## config.mk

```make
export PLATFORM = sky130hd
export DESIGN_NAME = pds_target
export DESIGN_NICKNAME = d
export VERILOG_FILES = /design/src/rtl/pds_target.sv
export SDC_FILE = /design/constraint.sdc
export NUM_CORES = 1
export LEC_CHECK = 0
export CORE_MARGIN = 1.5
export CORE_UTILIZATION = 40
export DETAILED_ROUTE_END_ITERATION = 12
export GPL_ROUTABILITY_DRIVEN = 0
export PLACE_DENSITY = 0.65
export SETUP_SLACK_MARGIN = 0.1
export SYNTH_ARGS = -nofsm -noshare
export SYNTH_HDL_FRONTEND = slang
export SYNTH_SLANG_ARGS = --single-unit
```

## constraint.sdc

```tcl
create_clock -name C16M -period 3.75 [get_ports C16M]
set_input_delay 0.375 -clock C16M [delete_from_list [all_inputs] [get_ports C16M]]
set_output_delay 0.375 -clock C16M [all_outputs]
set_load 0.005 [all_outputs]
```

## src/rtl/pds_target.sv

```systemverilog
// pds_target: 68000-style slave with four 16-bit registers and programmable wait states.
// Optional feature: define PDS_TARGET_BERR_EN so that an access with A[3]=1 answers with
// nBERR instead of being ignored.
// Ports:
//   C16M          clock, all state on posedge
//   RES           synchronous active-high reset
//   nAS/nUDS/nLDS async bus strobes (active-low), RnW bus direction (1 = read)
//   SEL           address decode hit, A[3:1] register address, Din write data
//   Dout          registered read data, nDoutOE read buffer enable (active-low)
//   nDTACK/nBERR  registered acknowledge / bus error (active-low)
//   CTRL          copy of register 0, BUSY high while a cycle is in progress
module pds_target #(
  parameter int unsigned WS = 2
) (
  input  logic        C16M,
  input  logic        RES,
  input  logic        nAS,
  input  logic        nUDS,
  input  logic        nLDS,
  input  logic        RnW,
  input  logic        SEL,
  input  logic [3:1]  A,
  input  logic [15:0] Din,
  output logic [15:0] Dout,
  output logic        nDoutOE,
  output logic        nDTACK,
  output logic        nBERR,
  output logic [15:0] CTRL,
  output logic        BUSY
);

`ifdef PDS_TARGET_BERR_EN
  localparam bit BerrEn = 1'b1;
`else
  localparam bit BerrEn = 1'b0;
`endif

  localparam int unsigned CntW = 4;
  localparam int unsigned DatW = 16;

  typedef enum logic [1:0] {IDLE, DECODE, WAIT, ACK} state_e;

  state_e              state_q, state_d;
  logic [CntW-1:0]     cnt_q, cnt_d;
  logic [3:0]          sync1_q, sync2_q;  // {nAS, nUDS, nLDS, RnW}
  logic [1:0]          idx_q, idx_d;
  logic                rnw_q, rnw_d;
  logic                uen_q, uen_d;
  logic                len_q, len_d;
  logic                berr_q, berr_d;
  logic [DatW-1:0]     regs_q [4];
  logic [DatW-1:0]     dout_q;
  logic                noe_q, ndtack_q, nberr_q, busy_q;
  logic                wr_en;
  logic                as_s, uds_s, lds_s, rnw_s;

  assign as_s  = sync2_q[3];
  assign uds_s = sync2_q[2];
  assign lds_s = sync2_q[1];
  assign rnw_s = sync2_q[0];

  // Next-state logic; an AS negation before ACK aborts the cycle.
  always_comb begin
    state_d = state_q;
    cnt_d   = cnt_q;
    idx_d   = idx_q;
    rnw_d   = rnw_q;
    uen_d   = uen_q;
    len_d   = len_q;
    berr_d  = berr_q;
    wr_en   = 1'b0;
    case (state_q)
      IDLE: begin
        if (!as_s && SEL) state_d = DECODE;
      end
      DECODE: begin
        if (as_s) begin
          state_d = IDLE;
        end else if (!uds_s || !lds_s) begin
          if (A[3] && !BerrEn) begin
            state_d = IDLE;
          end else begin
            state_d = WAIT;
            idx_d   = A[2:1];
            rnw_d   = rnw_s;
            uen_d   = !uds_s;
            len_d   = !lds_s;
            berr_d  = A[3];
            cnt_d   = CntW'(WS);
          end
        end
      end
      WAIT: begin
        if (as_s) begin
          state_d = IDLE;
        end else if (cnt_q != '0) begin
          cnt_d = cnt_q - CntW'(1);
        end else begin
          state_d = ACK;
          wr_en   = !rnw_q && !berr_q;
        end
      end
      ACK: begin
        if (as_s) state_d = IDLE;
      end
      default: state_d = IDLE;
    endcase
  end

  // Control, synchronizer and output registers.
  always_ff @(posedge C16M) begin
    if (RES) begin
      state_q  <= IDLE;
      cnt_q    <= '0;
      sync1_q  <= 4'b1111;
      sync2_q  <= 4'b1111;
      idx_q    <= '0;
      rnw_q    <= 1'b1;
      uen_q    <= 1'b0;
      len_q    <= 1'b0;
      berr_q   <= 1'b0;
      dout_q   <= '0;
      noe_q    <= 1'b1;
      ndtack_q <= 1'b1;
      nberr_q  <= 1'b1;
      busy_q   <= 1'b0;
    end else begin
      state_q  <= state_d;
      cnt_q    <= cnt_d;
      sync1_q  <= {nAS, nUDS, nLDS, RnW};
      sync2_q  <= sync1_q;
      idx_q    <= idx_d;
      rnw_q    <= rnw_d;
      uen_q    <= uen_d;
      len_q    <= len_d;
      berr_q   <= berr_d;
      if (state_q == DECODE && state_d == WAIT && rnw_d && !berr_d) dout_q <= regs_q[idx_d];
      noe_q    <= !((state_d == WAIT || state_d == ACK) && rnw_d && !berr_d);
      ndtack_q <= !(state_d == ACK && !berr_d);
      nberr_q  <= !(BerrEn && state_d == ACK && berr_d);
      busy_q   <= (state_d != IDLE);
    end
  end

  // Register file: byte-lane write on the edge entering ACK.
  always_ff @(posedge C16M) begin
    if (RES) begin
      for (int i = 0; i < 4; i++) regs_q[i] <= '0;
    end else if (wr_en) begin
      if (uen_q) regs_q[idx_q][15:8] <= Din[15:8];
      if (len_q) regs_q[idx_q][7:0]  <= Din[7:0];
    end
  end

  assign Dout    = dout_q;
  assign nDoutOE = noe_q;
  assign nDTACK  = ndtack_q;
  assign nBERR   = nberr_q;
  assign CTRL    = regs_q[0];
  assign BUSY    = busy_q;

endmodule

```

== Yosys cells after proc, flatten, opt, wreduce, memory -nomap -nowiden ==
Memory sizes are Yosys's and may differ from the RTL's. A register that Yosys moved wholly into a read port is not among the register bits.
Cells that the tools add are included.
W data, S select, Z words.

* Bits in registers: 23
* RAM bits: 64
* Input port bits: 26
* Output and inout port bits: 36
* Logic and storage cells: 93
* Memories: 1

{| class="wikitable"
|+ Memory list
! name !! depth !! bits a word !! rd ports !! clocked after Yosys merged registers in !! write ports !! line !! RTL
|-
| regs_q || 4 || 16 || 2 || 1 || 4 || 51 || <nowiki>logic [DatW-1:0] regs_q [4];</nowiki>
|}

* $add $sub $neg: 1
* Equality and inequality tests: 10
* Multiplexer cells: 42
* Bitwise operators: 2
* Reduce and logical (&&, ||, !) cells: 25

{| class="wikitable"
|+ Operators by type and width
! cell !! number
|-
| $mux W2 || 13
|-
| $mux W1 || 21
|-
| $mux W4 || 5
|-
| $mux W16 || 1
|-
| $reduce_or A16 Y1 || 1
|-
| $ne A2 B2 Y1 const B || 5
|-
| $eq A2 B2 Y1 const B || 4
|-
| $logic_and A1 B1 Y1 || 8
|-
| $logic_not A1 Y1 || 8
|-
| $pmux W2 S4 || 1
|-
| $pmux W4 S2 || 1
|-
| $reduce_and A6 Y1 || 1
|-
| $reduce_and A4 Y1 || 1
|-
| $reduce_bool A2 Y1 || 2
|-
| $reduce_bool A4 Y1 || 1
|-
| $sub A4 B1 Y4 const B || 1
|-
| $eq A2 B1 Y1 const B || 1
|-
| $logic_not A2 Y1 || 1
|-
| $logic_or A1 B1 Y1 || 2
|-
| $not A1 Y1 || 2
|}

== Depth between registers and ports, before layout ==
Gate-level depths: netlist of the first run.

* Word-level depth: 10
* Gate-level depth with buffers: 7
* Mapped depth without buffers: 7

== Least setup slack after synthesis of the first run ==
Ideal clock, no wire load.

* Kind: register to register
* Start point: reg cnt_q[0]
* End point: mem regs_q[3][0] (enable)
* Setup time: 0.375 ns
* Arrival: 1.783 ns
* Required time: 3.375 ns
* Slack: 1.593 ns
* Stages on the path, launching flop included: 7
* Path buffers: 0
* Period minus slack after synthesis: 2.157 ns
* Cells stage by stage: dfxtp_1 > inv_1 > ha_1 > or3b_4 > nor4b_4 > nand2_1 > o21bai_1

{| class="wikitable"
|+ RTL lines
! element !! line !! RTL
|-
| start: declaration || 44 || <nowiki>logic [CntW-1:0] cnt_q, cnt_d;</nowiki>
|-
| start signal: assignment || 129 || <nowiki>cnt_q <= cnt_d;</nowiki>
|-
| end: declaration || 51 ||
|}

==> impl_metrics.env, run 1 <==
export IMPL_power_leakage_nw=1.904
export IMPL_vias=2747
export IMPL_async_flop_share=0
export IMPL_die_h_um=106.8
export IMPL_fin_skew_ps=13.56
export IMPL_htree_levels=3
export IMPL_drive_above_1_share=0.09157
export IMPL_place_hpwl_um=6195
export IMPL_regArea_um2=2703
export IMPL_relSlewSlack=0.2681
export IMPL_netlist_area_um2=4309
export IMPL_port_buffer_count=60
export IMPL_drtIter0Drc=128
export IMPL_grt_ovfl_total=0
export IMPL_avgSynthCellArea_um2=12.28
export IMPL_fmax_mhz=387.9
export IMPL_status="finished clean"
export IMPL_synth_main_ff_cell="edfxtp_1"
export IMPL_yosysSeqAreaShare=0.6272
export IMPL_hp_class="register to register"
export IMPL_grtUsageTotal=0.1638
export IMPL_synth_edf_count=64
export IMPL_rsz0062_at_grt="false"
export IMPL_ys_types=41
export IMPL_pin_count=62
export IMPL_ys_warnings_count=0
export IMPL_dp_cells=535
export IMPL_critPathRequiredTime_ps=3800
export IMPL_syn_nets=379
export IMPL_hold_buffers=0
export IMPL_fin_cells=551
export IMPL_multiInputGateArea_um2=1511
export IMPL_die_w_um=106.8
export IMPL_crit_arrival_ps=2630
export IMPL_final_antenna_net_count=0
export IMPL_grt_first_pass_wirelength_um=14030
export IMPL_cts_root_buf="clkbuf_8"
export IMPL_rows=37
export IMPL_cts_buffers=9
export IMPL_peakVddDrop_uv=172.6
export IMPL_cts_tree="built"
export IMPL_wl_per_cell_um=16.01
export IMPL_post_cts_setup_buffers=0
export IMPL_drtPass1Iterations=4
export IMPL_fin_nets=438
export IMPL_routed_wl_met3_um=311
export IMPL_postCtsResizedCells=0
export IMPL_drv_slew=0
export IMPL_finalHoldViolCount=0
export IMPL_clk_pin_slew_worst_paths_ps=100
export IMPL_tightestPinTransition_ps=1094
export IMPL_finish_utilization=0.5039
export IMPL_start_util=0.4155
export IMPL_fin_total_pwr_mw=2.033
export IMPL_fin_crit_sh=0.6875
export IMPL_critPathCaptureType="register"
export IMPL_vias_per_cell=4.985
export IMPL_grt_start_max_net_pins=31
export IMPL_die_area_um2=11400
export IMPL_startpoint_type="register"
export IMPL_tns_ps=0
export IMPL_cts_sinks=103
export IMPL_grt_pass1_vias=2757
export IMPL_crit_path_max_fanout=9
export IMPL_route_detailed_drc=0
export IMPL_wl_met1_um=4012
export IMPL_grt_antenna_before_repair=0
export IMPL_setup_viol=0
export IMPL_maxCapViolCount=0
export IMPL_period_minus_slack_ps=2578
export IMPL_dr_max_layer_used="met4"
export IMPL_diodes=0
export IMPL_coreArea_um2=10370
export IMPL_drt_wl_total_um=8821
export IMPL_route_met2_wl_um=4391
export IMPL_area_delta_synth_final_pct=21.25
export IMPL_syn_inst=351
export IMPL_cellPowerDensity_nw_per_um2=389.1
export IMPL_crit_type="register to register"
export IMPL_clk_latency_ps=360
export IMPL_ys_ff_latch=103
export IMPL_num_fill_cells=956
export IMPL_clock_path_buffers=2
==> Yosys cell counts (6+ instances only) <==
library cell,number,area (µm²)
a221o_1,15,150.1
and2_1,64,400.4
edfxtp_1,64,1922
mux2i_1,19,190.2
a21oi_1,20,100.1
or3_1,16,100.1
buf_2,6,30.03
clkbuf_1,7,26.28
dfxtp_1,39,780.8
nand2_1,27,101.4
nor2_1,16,60.06
or2_2,14,87.58
==> final cells by class <==
| cell class | instances | area share |
|---|---|---|
| Timing Repair Buffer | 65 | 0.1212 |
| Clock inverter | 5 | 0.01054 |
| Inverter | 3 | 0.002155 |
| Tap cell | 136 | 0.03257 |
| Sequential cell | 103 | 0.5172 |
| Multi-Input combinational cell | 228 | 0.2893 |
| Clock buffer | 11 | 0.02706 |
==> state kept, by name (all words and copies together), names as in the netlist <==
register  flops
uen_q         1
nDoutOE       1
sync1_q       4
rnw_q         1
sync2_q       4
state_q       2
BUSY          1
len_q         1
berr_q        1
idx_q         2
nDTACK        1
Dout         16
cnt_q         4
regs_q       64
==> through the flow <==
step                hold slack (ps)  cell area (µm²)  setup slack (ps)
floorplan                     389.5             4309              1593
global placement              394.4             5029              1023
detailed placement            395.2             5029              1038
CTS                           406.1             5225              1146
global route                  414.9             5225             934.2
finish                        406.3             5225              1172
==> final timing paths <==
kind / endpoint / cells after the start / start / slack (ps)
worst max-delay path: regs_q[1][7]$_SDFFCE_PN0P_ / 7 / cnt_q[0]$_SDFFE_PP0P_ / 1170
worst min-delay path: sync2_q[0]$_SDFF_PP1_ / 1 / sync1_q[0]$_SDFF_PP1_ / 410
worst max register to register: regs_q[1][7]$_SDFFCE_PN0P_ / 7 / cnt_q[0]$_SDFFE_PP0P_ / 1170
worst min register to register: sync2_q[0]$_SDFF_PP1_ / 1 / sync1_q[0]$_SDFF_PP1_ / 410
==> layer usage <==
layer  up-vias  track usage
li1       1366            -
met1      1329       0.2110
met2        42       0.2688
met3        10      0.03830
met4         0      0.06095
met5         -            0
==> power by group <==
group          internal [mW]  switching, mW  total, mW
Clock                  0.327          0.371      0.698
Combinational         0.0496         0.0501     0.0997
Sequential              1.23        0.00976       1.24
Total                   1.60          0.431       2.03
==> critical path, cell delays in order, from the launching register on <==
cell and delay [ps]:
dfxtp_1 330, inv_1 100, ha_1 140, or3b_4 400, nor4b_4 270, nand2_1 190
nor2_1 490, or2_2 340
==> logic make-up after synthesis <==
group | after synthesis | synth area share
flip-flops | 103 | 0.6272
other | 1 | 0.0008702
XOR/XNOR | 3 | 0.006099
adder cells (fa/ha/maj) | 2 | 0.005806
AO/OA/AOI/OAI | 44 | 0.07230
buffers and inverters | 20 | 0.02207
AND/OR/NAND/NOR | 159 | 0.2215
multiplexers | 19 | 0.04413
==> placed cells by master, fill, tap and decap left out, types with 5 or more instances in the layout <==
master | netlist | routed
clkbuf_8 | 0 | 10
dfxtp_1 | 39 | 39
edfxtp_1 | 64 | 64
or3_1 | 16 | 16
or2_2 | 14 | 14
clkdlybuf4s50_1 | 0 | 59
buf_4 | 1 | 5
a221o_1 | 15 | 15
nand2_1 | 27 | 27
a21oi_1 | 20 | 20
mux2i_1 | 19 | 19
nor2_1 | 16 | 16
and2_1 | 64 | 64
(Power assumes the default switching activity.)
==> inputs of run 2 (changes only) <==
PLACE_DENSITY = 0.67   (was 0.65)
clock period = 2.3 ns   (was 3.75 ns; I/O delays follow)
==> run 2 against run 1 <==
Critical path depth stayed put. Die area stayed put. Non-clock buffer count is 17 higher. First-iteration DRC count is 1.6% higher. Critical path type unchanged. Largest cell class unchanged.
==> impl_metrics.env, run 2 (synthesis results as in run 1) <==
export IMPL_status="finished clean"
export IMPL_num_fill_cells=925
export IMPL_area_delta_synth_final_pct=25.46
export IMPL_vias_per_cell=4.961
export IMPL_vias=2818
export IMPL_fin_nets=455
export IMPL_grtUsageTotal=0.1697
export IMPL_tightestPinTransition_ps=720.3
export IMPL_min_to="state_q[0]$_SDFF_PP0_"
export IMPL_cts_buffers=9
export IMPL_drtIter0Drc=130
export IMPL_min_delay_start="RES"
export IMPL_diodes=0
export IMPL_grt_first_pass_wirelength_um=14490
export IMPL_regArea_um2=2705
export IMPL_startpoint_type="register"
export IMPL_cts_root_buf="clkbuf_8"
export IMPL_grt_start_max_net_pins=52
export IMPL_final_antenna_net_count=0
export IMPL_fin_total_pwr_mw=3.258
export IMPL_hold_buffers=0
export IMPL_htree_levels=3
export IMPL_drv_slew=0
export IMPL_critPathCaptureType="register"
export IMPL_crit_type="register to register"
export IMPL_layout_common_cells="and2_1, edfxtp_1, clkdlybuf4s50_1"
export IMPL_power_leakage_nw=2.005
export IMPL_seq_power_share=0.619
export IMPL_cellPowerDensity_nw_per_um2=602.6
export IMPL_registers_top_by_ff_count="regs_q"
export IMPL_fin_skew_ps=12.52
export IMPL_reg2reg_to="regs_q[0][5]$_SDFFCE_PN0P_"
export IMPL_multiInputGateArea_um2=1551
export IMPL_maxCapViolCount=0
export IMPL_grt_pass1_vias=2764
export IMPL_setup_viol=0
export IMPL_combPwrFrac=0.055
export IMPL_period_minus_slack_ps=2155
export IMPL_fin_ws_ps=144.9
export IMPL_hp_class="primary input to register"
export IMPL_clk_latency_ps=370
export IMPL_crit_path_max_fanout=8
export IMPL_critPathRequiredTime_ps=2380
export IMPL_rows=37
export IMPL_drive_above_1_share=0.1528
export IMPL_drtPass1Iterations=4
export IMPL_clock_path_buffers=2
export IMPL_coreArea_um2=10370
export IMPL_finalHoldViolCount=0
export IMPL_rsz0062_at_grt="true"
export IMPL_r2r_start="cnt_q[0]$_SDFFE_PP0P_"
export IMPL_fin_crit_sh=0.9370
export IMPL_place_ws_ps=70.92
export IMPL_clk_pin_slew_worst_paths_ps=90
export IMPL_start_util=0.4155
export IMPL_netSwitchingPower_mw=0.7108
export IMPL_wl_per_cell_um=16.08
export IMPL_die_w_um=106.8
export IMPL_hold_worst_slack_ps=324.4
export IMPL_rr_worst_depth=7
export IMPL_relSlewSlack=0.5193
export IMPL_place_hpwl_um=6294
export IMPL_largest_register_ffs=64
export IMPL_die_h_um=106.8
export IMPL_pin_count=62
export IMPL_cts_sinks=103
export IMPL_port_buffer_count=60
export IMPL_route_detailed_drc=0
export IMPL_drt_wl_total_um=9135
export IMPL_die_area_um2=11400
export IMPL_crit_arrival_ps=2230
export IMPL_grt_ovfl_total=0
export IMPL_intPower_mw=2.547
export IMPL_finish_utilization=0.5214
export IMPL_netSwitchingFraction=0.2182
export IMPL_cts_tree="built"
export IMPL_p_clk_frac=0.326
export IMPL_peakVddDrop_uv=379.9
export IMPL_fmax_mhz=464.0
export IMPL_tns_ps=0
export IMPL_rrSetupSlack_ps=140
export IMPL_hold_depth=3
export IMPL_grt_antenna_before_repair=0
## run 2: cell types whose count changed in the layout (fill, tap and decap cells not counted), sizes merged
cell,change
buf,+17
bufinv,-1
inv,+1
## run 2: area by class of cell
| cell class | count | area share |
|---|---|---|
| Tap cell | 136 | 0.03147 |
| Clock buffer | 11 | 0.02823 |
| Timing Repair Buffer | 82 | 0.1453 |
| Multi-Input combinational cell | 228 | 0.2870 |
| Inverter | 3 | 0.002083 |
| Sequential cell | 103 | 0.5003 |
| Clock inverter | 5 | 0.005554 |
## run 2: critical path, stage by stage (launching register included)
cell,delay (ps)
dfxtp_2,330
inv_2,70
ha_4,120
or3b_4,390
nor4b_4,300
nand2_2,150
nor4_4,250
or2_4,240
## run 2: what timing repair did
action	4_1_cts	5_1_grt
endpoints found under the setup margin	16	72
pin swaps	0	5
buffers inserted	0	5
resized for setup	2	15
## run 2: stage by stage
stage               cell area (µm²)  instances
finish                         5406        568
detailed placement             5144        547
global placement               5144        547
CTS                            5331        563
floorplan                      4309        351
global route                   5406        568
## run 2: worst max-delay path by stage
stage / start / to / slack [ps] / cells past startpoint
2_1_floorplan: cnt_q[0]$_SDFFE_PP0P_ / regs_q[3][0]$_DFFE_PP_ / 140 / 6
3_3_place_gp: A[3] / Dout[13]$_SDFFE_PP0P_ / 120 / 6
3_5_place_dp: A[3] / Dout[9]$_SDFFE_PP0P_ / 70 / 6
4_1_cts: cnt_q[0]$_SDFFE_PP0P_ / regs_q[1][6]$_SDFFCE_PN0P_ / 100 / 7
5_1_grt: cnt_q[0]$_SDFFE_PP0P_ / regs_q[0][5]$_SDFFCE_PN0P_ / 60 / 7
6_report: cnt_q[0]$_SDFFE_PP0P_ / regs_q[0][5]$_SDFFCE_PN0P_ / 140 / 7
## run 2: layer usage
metal	GRT usage	wire, µm	up-vias
met5	0	0	-
met4	0.05619	123	0
met3	0.04559	499	11
met2	0.2738	4649	67
met1	0.2218	3863	1338
li1	-	-	1402
## run 2: power groups by stage
stage,Clock (mW),Sequential [mW],Combinational [mW]
finish,1.06,2.02,0.181
global route,1.14,2.02,0.196
CTS,1.09,2.02,0.181
detailed placement,0,2.06,0.180
global placement,0,2.06,0.177
floorplan,0,2.05,0.0663
